==> src/rtl/cfa_pkg.sv <==
// Shared definitions for the CFA diagonal neighbour sequencer: FSM encoding,
// neighbour fetch order and default pixel width.
package cfa_pkg;

    localparam int PIX_W_DEF = 12;
    localparam int N_NB      = 8;

    typedef enum logic [2:0] {
        ST_IDLE,
        ST_FETCH,
        ST_CALC,
        ST_OUT,
        ST_NEXT
    } state_t;

    // Neighbour index within one plane; fetch index bit 2 selects the plane.
    localparam logic [1:0] NB_MM = 2'd0;
    localparam logic [1:0] NB_MP = 2'd1;
    localparam logic [1:0] NB_PM = 2'd2;
    localparam logic [1:0] NB_PP = 2'd3;

    localparam logic PLANE_G  = 1'b0;
    localparam logic PLANE_RB = 1'b1;

endpackage

==> src/rtl/cfa_site_cnt.sv <==
// Raster walker over interior sites with (x+y) even; flags the final site.
module cfa_site_cnt #(
    parameter int IMG_W = 64,
    parameter int IMG_H = 64,
    localparam int XW = $clog2(IMG_W),
    localparam int YW = $clog2(IMG_H)
) (
    input  logic          clk,
    input  logic          rst,
    input  logic          load,
    input  logic          step,
    output logic [XW-1:0] x,
    output logic [YW-1:0] y,
    output logic          last
);

    logic row_end;

    assign row_end = (int'(x) + 2) > (IMG_W - 2);
    assign last    = row_end && (int'(y) == IMG_H - 2);

    always_ff @(posedge clk or negedge rst) begin
        if (!rst) begin
            x <= '0;
            y <= '0;
        end else if (load) begin
            x <= XW'(1);
            y <= YW'(1);
        end else if (step) begin
            if (row_end) begin
                // Next row keeps parity even: odd row starts at x=1, even row at x=2.
                y <= y + YW'(1);
                x <= y[0] ? XW'(2) : XW'(1);
            end else begin
                x <= x + XW'(2);
            end
        end
    end

endmodule

==> src/rtl/cfa_diag_seq.sv <==
// Per-site sequencer: fetches the 8 diagonal neighbours (G then RB), presents
// them to the external equ_24_27 unit and hands the result downstream.
module cfa_diag_seq
    import cfa_pkg::*;
#(
    parameter int IMG_W   = 64,
    parameter int IMG_H   = 64,
    parameter int PIX_W   = PIX_W_DEF,
    parameter int EQU_LAT = 1,
    localparam int AW = $clog2(IMG_W * IMG_H)
) (
    input  logic               clk,
    input  logic               rst,
    input  logic               start,
    output logic               busy,
    output logic               done,
    output logic               mem_req,
    output logic               mem_plane,
    output logic [AW-1:0]      mem_addr,
    input  logic [PIX_W-1:0]   mem_rdata,
    output logic [4*PIX_W-1:0] op_g,
    output logic [4*PIX_W-1:0] op_rb,
    output logic               op_valid,
    input  logic [PIX_W-1:0]   eq_result,
    output logic               res_valid,
    input  logic               res_ready,
    output logic [AW-1:0]      res_addr,
    output logic [PIX_W-1:0]   res_data,
    output state_t             dbg_state
);

    // Handshake: a result transfers on any rising edge where res_valid and
    // res_ready are both high; res_valid/res_addr/res_data do not change until then.

    localparam int XW = $clog2(IMG_W);
    localparam int YW = $clog2(IMG_H);
    localparam int LW = (EQU_LAT > 1) ? $clog2(EQU_LAT) : 1;

    state_t          state;
    logic [3:0]      rd_cnt;
    logic [LW-1:0]   lat_cnt;
    logic            final_site;
    logic [XW-1:0]   x;
    logic [YW-1:0]   y;
    logic            last;
    logic            cnt_load;
    logic            cnt_step;
    logic [2:0]      nxt_idx;
    logic [2:0]      cap_idx;
    logic [AW-1:0]   site_addr;

    function automatic logic [AW-1:0] nb_addr(input logic [XW-1:0] cx,
                                              input logic [YW-1:0] cy,
                                              input logic [1:0]    j);
        int ax;
        int ay;
        ax = int'(cx) + ((j == NB_MP || j == NB_PP) ? 1 : -1);
        ay = int'(cy) + ((j == NB_PM || j == NB_PP) ? 1 : -1);
        return AW'(ay * IMG_W + ax);
    endfunction

    assign cnt_load  = (state == ST_IDLE) && start;
    assign cnt_step  = (state == ST_OUT) && res_ready && !last;
    assign nxt_idx   = 3'(rd_cnt + 4'd1);
    assign cap_idx   = 3'(rd_cnt - 4'd1);
    assign site_addr = AW'(int'(y) * IMG_W + int'(x));
    assign dbg_state = state;

    cfa_site_cnt #(
        .IMG_W(IMG_W),
        .IMG_H(IMG_H)
    ) u_site_cnt (
        .clk (clk),
        .rst (rst),
        .load(cnt_load),
        .step(cnt_step),
        .x   (x),
        .y   (y),
        .last(last)
    );

    always_ff @(posedge clk or negedge rst) begin
        if (!rst) begin
            state      <= ST_IDLE;
            busy       <= 1'b0;
            done       <= 1'b0;
            mem_req    <= 1'b0;
            mem_plane  <= 1'b0;
            mem_addr   <= '0;
            op_g       <= '0;
            op_rb      <= '0;
            op_valid   <= 1'b0;
            res_valid  <= 1'b0;
            res_addr   <= '0;
            res_data   <= '0;
            rd_cnt     <= '0;
            lat_cnt    <= '0;
            final_site <= 1'b0;
        end else begin
            done     <= 1'b0;
            op_valid <= 1'b0;
            case (state)
                ST_IDLE: begin
                    if (start) begin
                        // First site is always (1,1); its mm neighbour is address 0.
                        state     <= ST_FETCH;
                        busy      <= 1'b1;
                        mem_req   <= 1'b1;
                        mem_plane <= PLANE_G;
                        mem_addr  <= nb_addr(XW'(1), YW'(1), NB_MM);
                        rd_cnt    <= '0;
                    end
                end
                ST_FETCH: begin
                    rd_cnt <= rd_cnt + 4'd1;
                    if (rd_cnt != 4'd0) begin
                        if (cap_idx[2] == PLANE_RB)
                            op_rb[int'(cap_idx[1:0]) * PIX_W +: PIX_W] <= mem_rdata;
                        else
                            op_g[int'(cap_idx[1:0]) * PIX_W +: PIX_W] <= mem_rdata;
                    end
                    if (rd_cnt < 4'(N_NB - 1)) begin
                        mem_plane <= nxt_idx[2];
                        mem_addr  <= nb_addr(x, y, nxt_idx[1:0]);
                    end else begin
                        mem_req <= 1'b0;
                    end
                    if (rd_cnt == 4'(N_NB)) begin
                        state    <= ST_CALC;
                        op_valid <= 1'b1;
                        lat_cnt  <= '0;
                    end
                end
                ST_CALC: begin
                    if (lat_cnt == LW'(EQU_LAT - 1)) begin
                        res_data  <= eq_result;
                        res_addr  <= site_addr;
                        res_valid <= 1'b1;
                        state     <= ST_OUT;
                    end else begin
                        lat_cnt <= lat_cnt + LW'(1);
                    end
                end
                ST_OUT: begin
                    if (res_ready) begin
                        res_valid  <= 1'b0;
                        final_site <= last;
                        state      <= ST_NEXT;
                    end
                end
                ST_NEXT: begin
                    if (final_site) begin
                        state <= ST_IDLE;
                        busy  <= 1'b0;
                        done  <= 1'b1;
                    end else begin
                        state     <= ST_FETCH;
                        mem_req   <= 1'b1;
                        mem_plane <= PLANE_G;
                        mem_addr  <= nb_addr(x, y, NB_MM);
                        rd_cnt    <= '0;
                    end
                end
                default: state <= ST_IDLE;
            endcase
        end
    end

endmodule

==> config.mk <==
export PLATFORM = sky130hd
export DESIGN_NAME = cfa_diag_seq
export DESIGN_NICKNAME = d
export VERILOG_FILES = /design/src/rtl/cfa_pkg.sv /design/src/rtl/cfa_site_cnt.sv /design/src/rtl/cfa_diag_seq.sv
export SDC_FILE = /design/constraint.sdc
export NUM_CORES = 1
export LEC_CHECK = 0
export ABC_CLOCK_PERIOD_IN_PS = 4210
export CAP_MARGIN = 0
export CORE_AREA = 4 4 136 138
export DETAILED_ROUTE_END_ITERATION = 10
export DIE_AREA = 0 0 140 142
export PLACE_DENSITY_LB_ADDON = 0.12
export RECOVER_POWER = 100
export SLEW_MARGIN = 5
export SYNTH_ARGS = -nofsm -noshare
export SYNTH_HDL_FRONTEND = slang
export SYNTH_SLANG_ARGS = --single-unit
==> constraint.sdc <==
create_clock -name clk -period 4.21 [get_ports clk]
set_clock_uncertainty 0.1 [all_clocks]
set_input_delay 0.842 -clock clk [delete_from_list [all_inputs] [get_ports clk]]
set_output_delay 0.842 -clock clk [all_outputs]
set_load 0.03 [all_outputs]
Word-level counts from Yosys, hierarchy flattened. Cells that the tools add are included.

Register bits: 159. Input bits: 28.

Add/sub/neg operators: 14. Multipliers: 1. $lt $le $gt $ge: 2. Eq/ne operators: 17. Shift-type cells: 2. Muxes and demuxes: 44. Bitwise logic cells: 2. Reduce and logical (&&, ||, !) cells: 27.

Operator list (number): 48-bit bitwise mux (2); 12-bit two-way mux (4); 12-bit by 33-bit variable shift with 48-bit output, first input constant (1); 12-bit by 33-bit indexed part select with 48-bit output (1); 6-bit two-way mux (7); 12-bit case mux with 3 select lines (1); 6-bit negator with 33-bit output (1); 32-bit by 7-bit > comparator with 1-bit output, second input constant (1); 1-bit two-way mux (16); 2-bit != test, second input constant (8); 3-bit case mux with 5 select lines (1); 3-bit AND reduction (5); 12-bit adder (1); 12-bit by 6-bit adder with 12-bit output (1); 12-bit by 8-bit adder with 12-bit output (1); 6-bit by 1-bit adder with 6-bit output, second input constant (2); 7-bit by 12-bit adder with 12-bit output (1); 3-bit two-way mux (4); 4-bit case mux with 3 select lines (1); 4-bit AND reduction (3); 2-bit nonzero test (5); 7-bit by 1-bit adder with 8-bit output, second input constant (1); 4-bit two-way mux (2); 2-bit AND reduction (4); other kinds (25) (35).

Longest topological paths before layout.
Depth after elaboration: 8. Gate-level depth with buffers: 19. Mapped depth without buffers: 14.

Cells and area by module. From an unflattened synthesis, not the netlist that was laid out.

Cells, all modules: 820. Area, all modules: 7910.1 um^2.

Modules (own cells, without submodules): cfa_diag_seq (times used 1, cells each 732, area each 7143.1 um^2); cfa_site_cnt (times used 1, cells each 88, area each 767.0 um^2).

Least setup slack after synthesis. No wires, ideal clock.

Kind: register to register. From: reg rd_cnt[0]. To: reg mem_addr[10]. Data arrival time: 4.132 ns. Data required time: 4.028 ns. Path slack: -0.104 ns. Stages on the path, launching flop included: 20. Path buffers: 5. Cell sequence: dfrtp_1 -> clkbuf_1 -> buf_2 -> inv_1 -> ha_1 -> buf_2 -> buf_2 -> buf_1 -> xnor2_1 -> ha_1 -> nor3_1 -> a21oi_1 -> xnor2_1 -> ha_1 -> nand2_1 -> or4_1 -> a31oi_1 -> nor3_1 -> nand3b_1 -> a31oi_1.

Cells in the longest elaborated chain, start to end: 8.

Ends and longest elaborated chain: from (decl) (RTL line cfa_diag_seq.sv:40) `logic [3:0] rd_cnt;`; from (signal assigned) (RTL line cfa_diag_seq.sv:115) `rd_cnt <= rd_cnt + 4'd1;`; 4-bit by 1-bit adder with 4-bit output; 2-bit by 1-bit == test with 1-bit output, or another cell as far along (RTL line cfa_diag_seq.sv:57) `ax = int'(cx) + ((j == NB_MP || j == NB_PP) ? 1 : -1);`; 1-bit logical OR, on equally long branches (RTL line cfa_diag_seq.sv:57, cfa_diag_seq.sv:58); 12-bit two-way mux or 6-bit two-way mux (tied branches) (RTL line cfa_diag_seq.sv:57, cfa_diag_seq.sv:58); 7-bit by 12-bit adder with 12-bit output or 6-bit adder (tied branches) (RTL line cfa_diag_seq.sv:57, cfa_diag_seq.sv:58); 12-bit adder (RTL line cfa_diag_seq.sv:59) `return AW'(ay * IMG_W + ax);`; 12-bit two-way mux (RTL line cfa_diag_seq.sv:122) `if (rd_cnt < 4'(N_NB - 1)) begin`; 12-bit case mux with 3 select lines (RTL line cfa_diag_seq.sv:102) `case (state)`; to (signal assigned) (RTL line cfa_diag_seq.sv:110) `mem_addr <= nb_addr(XW'(1), YW'(1), NB_MM);`; to (signal assigned) (RTL line cfa_diag_seq.sv:124) `mem_addr <= nb_addr(x, y, nxt_idx[1:0]);`; to (signal assigned) (RTL line cfa_diag_seq.sv:160) `mem_addr <= nb_addr(x, y, NB_MM);`; to (decl) (RTL line cfa_diag_seq.sv:19) `output logic [AW-1:0] mem_addr,`.

Several ways; a longest one is shown, not always the timed one. The select of a mux whose other input is x is not followed. A chain may end at the register's enable or synchronous reset.

Worst setup path after layout. Ends and elaborated chain as after synthesis.

==> results.rst <==
.. list-table::
   :header-rows: 1

   * - Metric
     - Value
   * - Wire length after detailed routing
     - 20500 um
   * - Worst-path cell chain
     - inv_1 > ha_1 > xnor2_1 > ha_1 > nor3_1 > a21oi_1 > xnor2_1 > ha_1 > nand2_1 > or4_1 > a31oi_1 > nor3_1 > nand3b_1 > a31oi_1
   * - Worst-case headroom to the max-slew limit
     - -0.196
   * - Design area
     - 10400 um2
   * - Combined buffer and inverter count along the critical path
     - 1
   * - Total power density per cell area
     - 870 nW/um2
   * - Mean instance size in the synthesized netlist
     - 9.82 um2
   * - Total negative setup slack
     - 0 ns
   * - Top achievable clock speed
     - 299 MHz
   * - Area of the mapped netlist
     - 8050 um2
   * - Area share of the largest cell type after synthesis
     - 0.491
   * - Fill cell total of the finished layout
     - 1521
   * - Fin. Hold Viols
     - 0
   * - Number of cells produced by synthesis
     - 820
   * - Bufs on Longest Clock Path
     - 2
   * - Required time of the critical path
     - 4.46 ns
   * - RSZ-0062 raised after global routing
     - no
   * - Synthesized net count
     - 878
   * - Cell taking the most area after synthesis
     - dfrtp_1
   * - Initial DRC Count
     - 369
   * - Crit path capture type
     - register
   * - Yosys warning total
     - 0
   * - Die area
     - 19900 um2
   * - Routing usage on met3
     - 0.0447
   * - GR Util met1
     - 0.280
   * - Via count of the first global-routing pass
     - 6352
   * - TritonCTS Sinks
     - 158
   * - Top cells by instance count after synthesis
     - nand2_1 (166), dfrtp_1 (158), o21ai_0 (79)
   * - Async S/R FF share, synth
     - 1.00
   * - Half-perimeter wire length after detailed placement
     - 15300 um
   * - Root buf cell
     - clkbuf_16
   * - Horizontal die dimension
     - 140 um
   * - IO Count
     - 169
   * - Initial core utilization
     - 0.469
   * - Top FF cell, synth
     - dfrtp_1
   * - Routed Antenna Nets
     - 0
   * - Total via count in the routed design
     - 6488
   * - TritonCTS clock tree
     - done
   * - Static Leakage
     - 4.88 nW
   * - Number of synthesized register bits
     - 158
   * - Least-Margin Pin Slew
     - 1.79 ns
   * - Kind of path behind the tightest hold check
     - register to register
   * - I/O Buffers
     - 168
   * - Sequential area share after synthesis
     - 0.491
   * - Cell type of the slowest stage on the worst timing path
     - ha_1
   * - Antenna diode instance count
     - 0
   * - Element type at the critical path start
     - register
   * - All-layer global routing usage
     - 0.209
   * - Area growth, synth to finish
     - 29.1%
   * - Number of nets in the final layout
     - 1033
   * - First-pass GRT wire length
     - 33600 um
   * - DP Area
     - 9860 um2
   * - Result of the run
     - complete, but fails checks
   * - Die H
     - 142 um
   * - Largest net degree at the start of global routing
     - 73
   * - Clock network latency to the later pin of the worst-skew pair
     - 0.42 ns
   * - Most frequently used cell type in the post-synthesis netlist
     - nand2_1
   * - Number of antenna violations at the first check in global routing
     - 0
   * - Cell family with most CP delay
     - adder cells
   * - Post-CTS setup buffer count
     - 0
   * - Number of levels the H-tree was split into
     - 4
   * - Count of TritonRoute iterations in the first routing pass
     - 5
   * - Row cnt
     - 48
   * - Count of final setup violators
     - 0
   * - Most frequent cell on the critical path
     - ha_1
   * - Overflow after GRT
     - 0
   * - Total Power Consumption
     - 0.00905 W
   * - Count of max-cap constraint violations
     - 1
   * - Crit path largest cell delay
     - 0.44 ns
   * - Final clock period utilization by the worst path
     - 0.794
   * - Share of final-layout standard cells stronger than drive strength 1
     - 0.109
   * - CTS Buf Count
     - 17
   * - Minimum clock period
     - 3.34 ns
   * - DRC violation count after routing
     - 0
   * - Worst-case vdd ir drop
     - 398 uV
   * - Core ar.
     - 17200 um2
   * - Highest net fanout along the worst path
     - 10
   * - Most crowded layer after global routing
     - met2
   * - Data arrival at the endpoint of the critical path
     - 3.59 ns
   * - Resize count post-CTS
     - 0
   * - CTS hold repair buffers
     - 0
   * - Per-cell routed wire length
     - 16.9 um
   * - Final GP Congestion
     - 0.841
   * - Failing checks
     - max-capacitance violations, max-slew violations
   * - Average via count per standard cell
     - 5.35
   * - Global Route met2 Usage
     - 0.341
   * - EDFF count, synth
     - 0
   * - Category of the most critical setup path
     - register to register
   * - Final Max Tran Viols
     - 73
   * - Register clock-pin slew on the reported worst setup and hold paths
     - 0.07 ns
   * - Top post-synthesis cells by area
     - dfrtp_1 (49%), nand2_1 (7.7%), mux2_2 (6.9%)
   * - Number of unique standard cell types used by synthesis
     - 70
[layout make-up]
class,instances,area (um2),area share
clock buffer,17,425,0.0409
clock inverter,15,174,0.0167
timing repair buffer,176,1720,0.165
inverter,18,70.1,0.00674
tap,225,282,0.0271
sequential,158,3960,0.380
multi-input combinational,604,3770,0.363
[path summary, 6_finish.rpt]
check / startpoint / to / slack (ns) / cells after the start
hold reg to reg: op_rb[37]$_DFFE_PN0P_ / op_rb[37]$_DFFE_PN0P_ / 0.37 / 2
min in group asynchronous: rst / op_rb[11]$_DFFE_PN0P_ / 0.76 / 1
max in group asynchronous: rst / u_site_cnt.x[0]$_DFFE_PN0P_ / 1.20 / 2
setup / recovery: rd_cnt[0]$_DFFE_PN0P_ / mem_addr[10]$_DFFE_PN0P_ / 0.87 / 14
setup reg to reg: rd_cnt[0]$_DFFE_PN0P_ / mem_addr[10]$_DFFE_PN0P_ / 0.87 / 14
hold / removal: op_rb[37]$_DFFE_PN0P_ / op_rb[37]$_DFFE_PN0P_ / 0.37 / 2
[per-stage QoR]
| step | cells | util | worst slack, ns | hold slack (ns) |
|---|---|---|---|---|
| 3_5_place_dp | 1181 | 0.574 | 0.892 | 0.362 |
| 6_report | 1213 | 0.605 | 0.866 | 0.367 |
| 5_1_grt | 1213 | 0.605 | 0.557 | 0.390 |
| 4_1_cts | 1213 | 0.609 | 0.878 | 0.334 |
| 3_3_place_gp | 1181 | 0.574 | 0.989 | 0.357 |
| 2_1_floorplan | 820 | - | 0.132 | 0.411 |
[per-layer routing]
metal	share of wire	up-vias
li1	-	3172
met1	0.45	3117
met2	0.49	175
met3	0.053	24
met4	0.014	0
met5	0	-
[logic make-up after synthesis]
kind of cell,share of synthesized area
buf+inv,0.0381
fa+ha+maj,0.0476
flops,0.491
mux,0.0760
compound gates,0.148
simple gates,0.163
xor+xnor,0.0359
[worst min-delay path, stage by stage, from the launching register on]
cell and delay (ns):
dfrtp_1 0.34, nand2_1 0.05, nand2_1 0.05
[layout by cell type (no fill, tap or decap), types with 3 or more instances in the layout]
master | netlist | routed
a211oi_1 | 3 | 4
a21o_1 | 7 | 7
a21oi_1 | 30 | 30
a221oi_1 | 7 | 7
a22o_1 | 4 | 4
a22oi_1 | 4 | 4
a31oi_1 | 4 | 4
a32oi_1 | 2 | 3
and3_1 | 4 | 4
buf_4 | 5 | 3
clkbuf_1 | 22 | 4
clkbuf_16 | 0 | 17
clkdlybuf4s50_1 | 0 | 25
clkinvlp_4 | 0 | 3
dfrtp_1 | 158 | 157
dlygate4sd3_1 | 0 | 142
ha_1 | 29 | 29
inv_1 | 14 | 14
inv_6 | 0 | 4
inv_8 | 0 | 3
mux2_2 | 49 | 49
mux2i_1 | 6 | 6
nand2_1 | 166 | 166
nand2b_1 | 5 | 5
nand3_1 | 18 | 18
nand4_1 | 3 | 3
nor2_1 | 55 | 55
nor3_1 | 13 | 13
o211ai_1 | 6 | 7
o21ai_0 | 79 | 80
o21bai_1 | 7 | 7
o31ai_1 | 15 | 15
or2_2 | 8 | 8
or3_1 | 3 | 4
or4_1 | 3 | 3
xnor2_1 | 22 | 22
xor2_1 | 11 | 11
[power breakdown]
group	internal, W	total, W	leakage, nW	switching (W)
sequential	0.00209	0.00244	2.07	0.000350
clock	0.000893	0.00156	0.287	0.000668
combinational	0.00189	0.00505	2.53	0.00316
total	0.00487	0.00905	4.88	0.00418
[state kept, by name, summed over array words and instances, names as in the netlist]
name and cells:
mem_plane 1, dbg_state 3, res_valid 1, u_site_cnt.y 6, op_g 48, busy 1
u_site_cnt.x 6, mem_req 1, done 1, res_data 12, mem_addr 12, rd_cnt 4
res_addr 12, op_valid 1, final_site 1, op_rb 48
No activity file was read; power rests on OpenSTA's default activity.
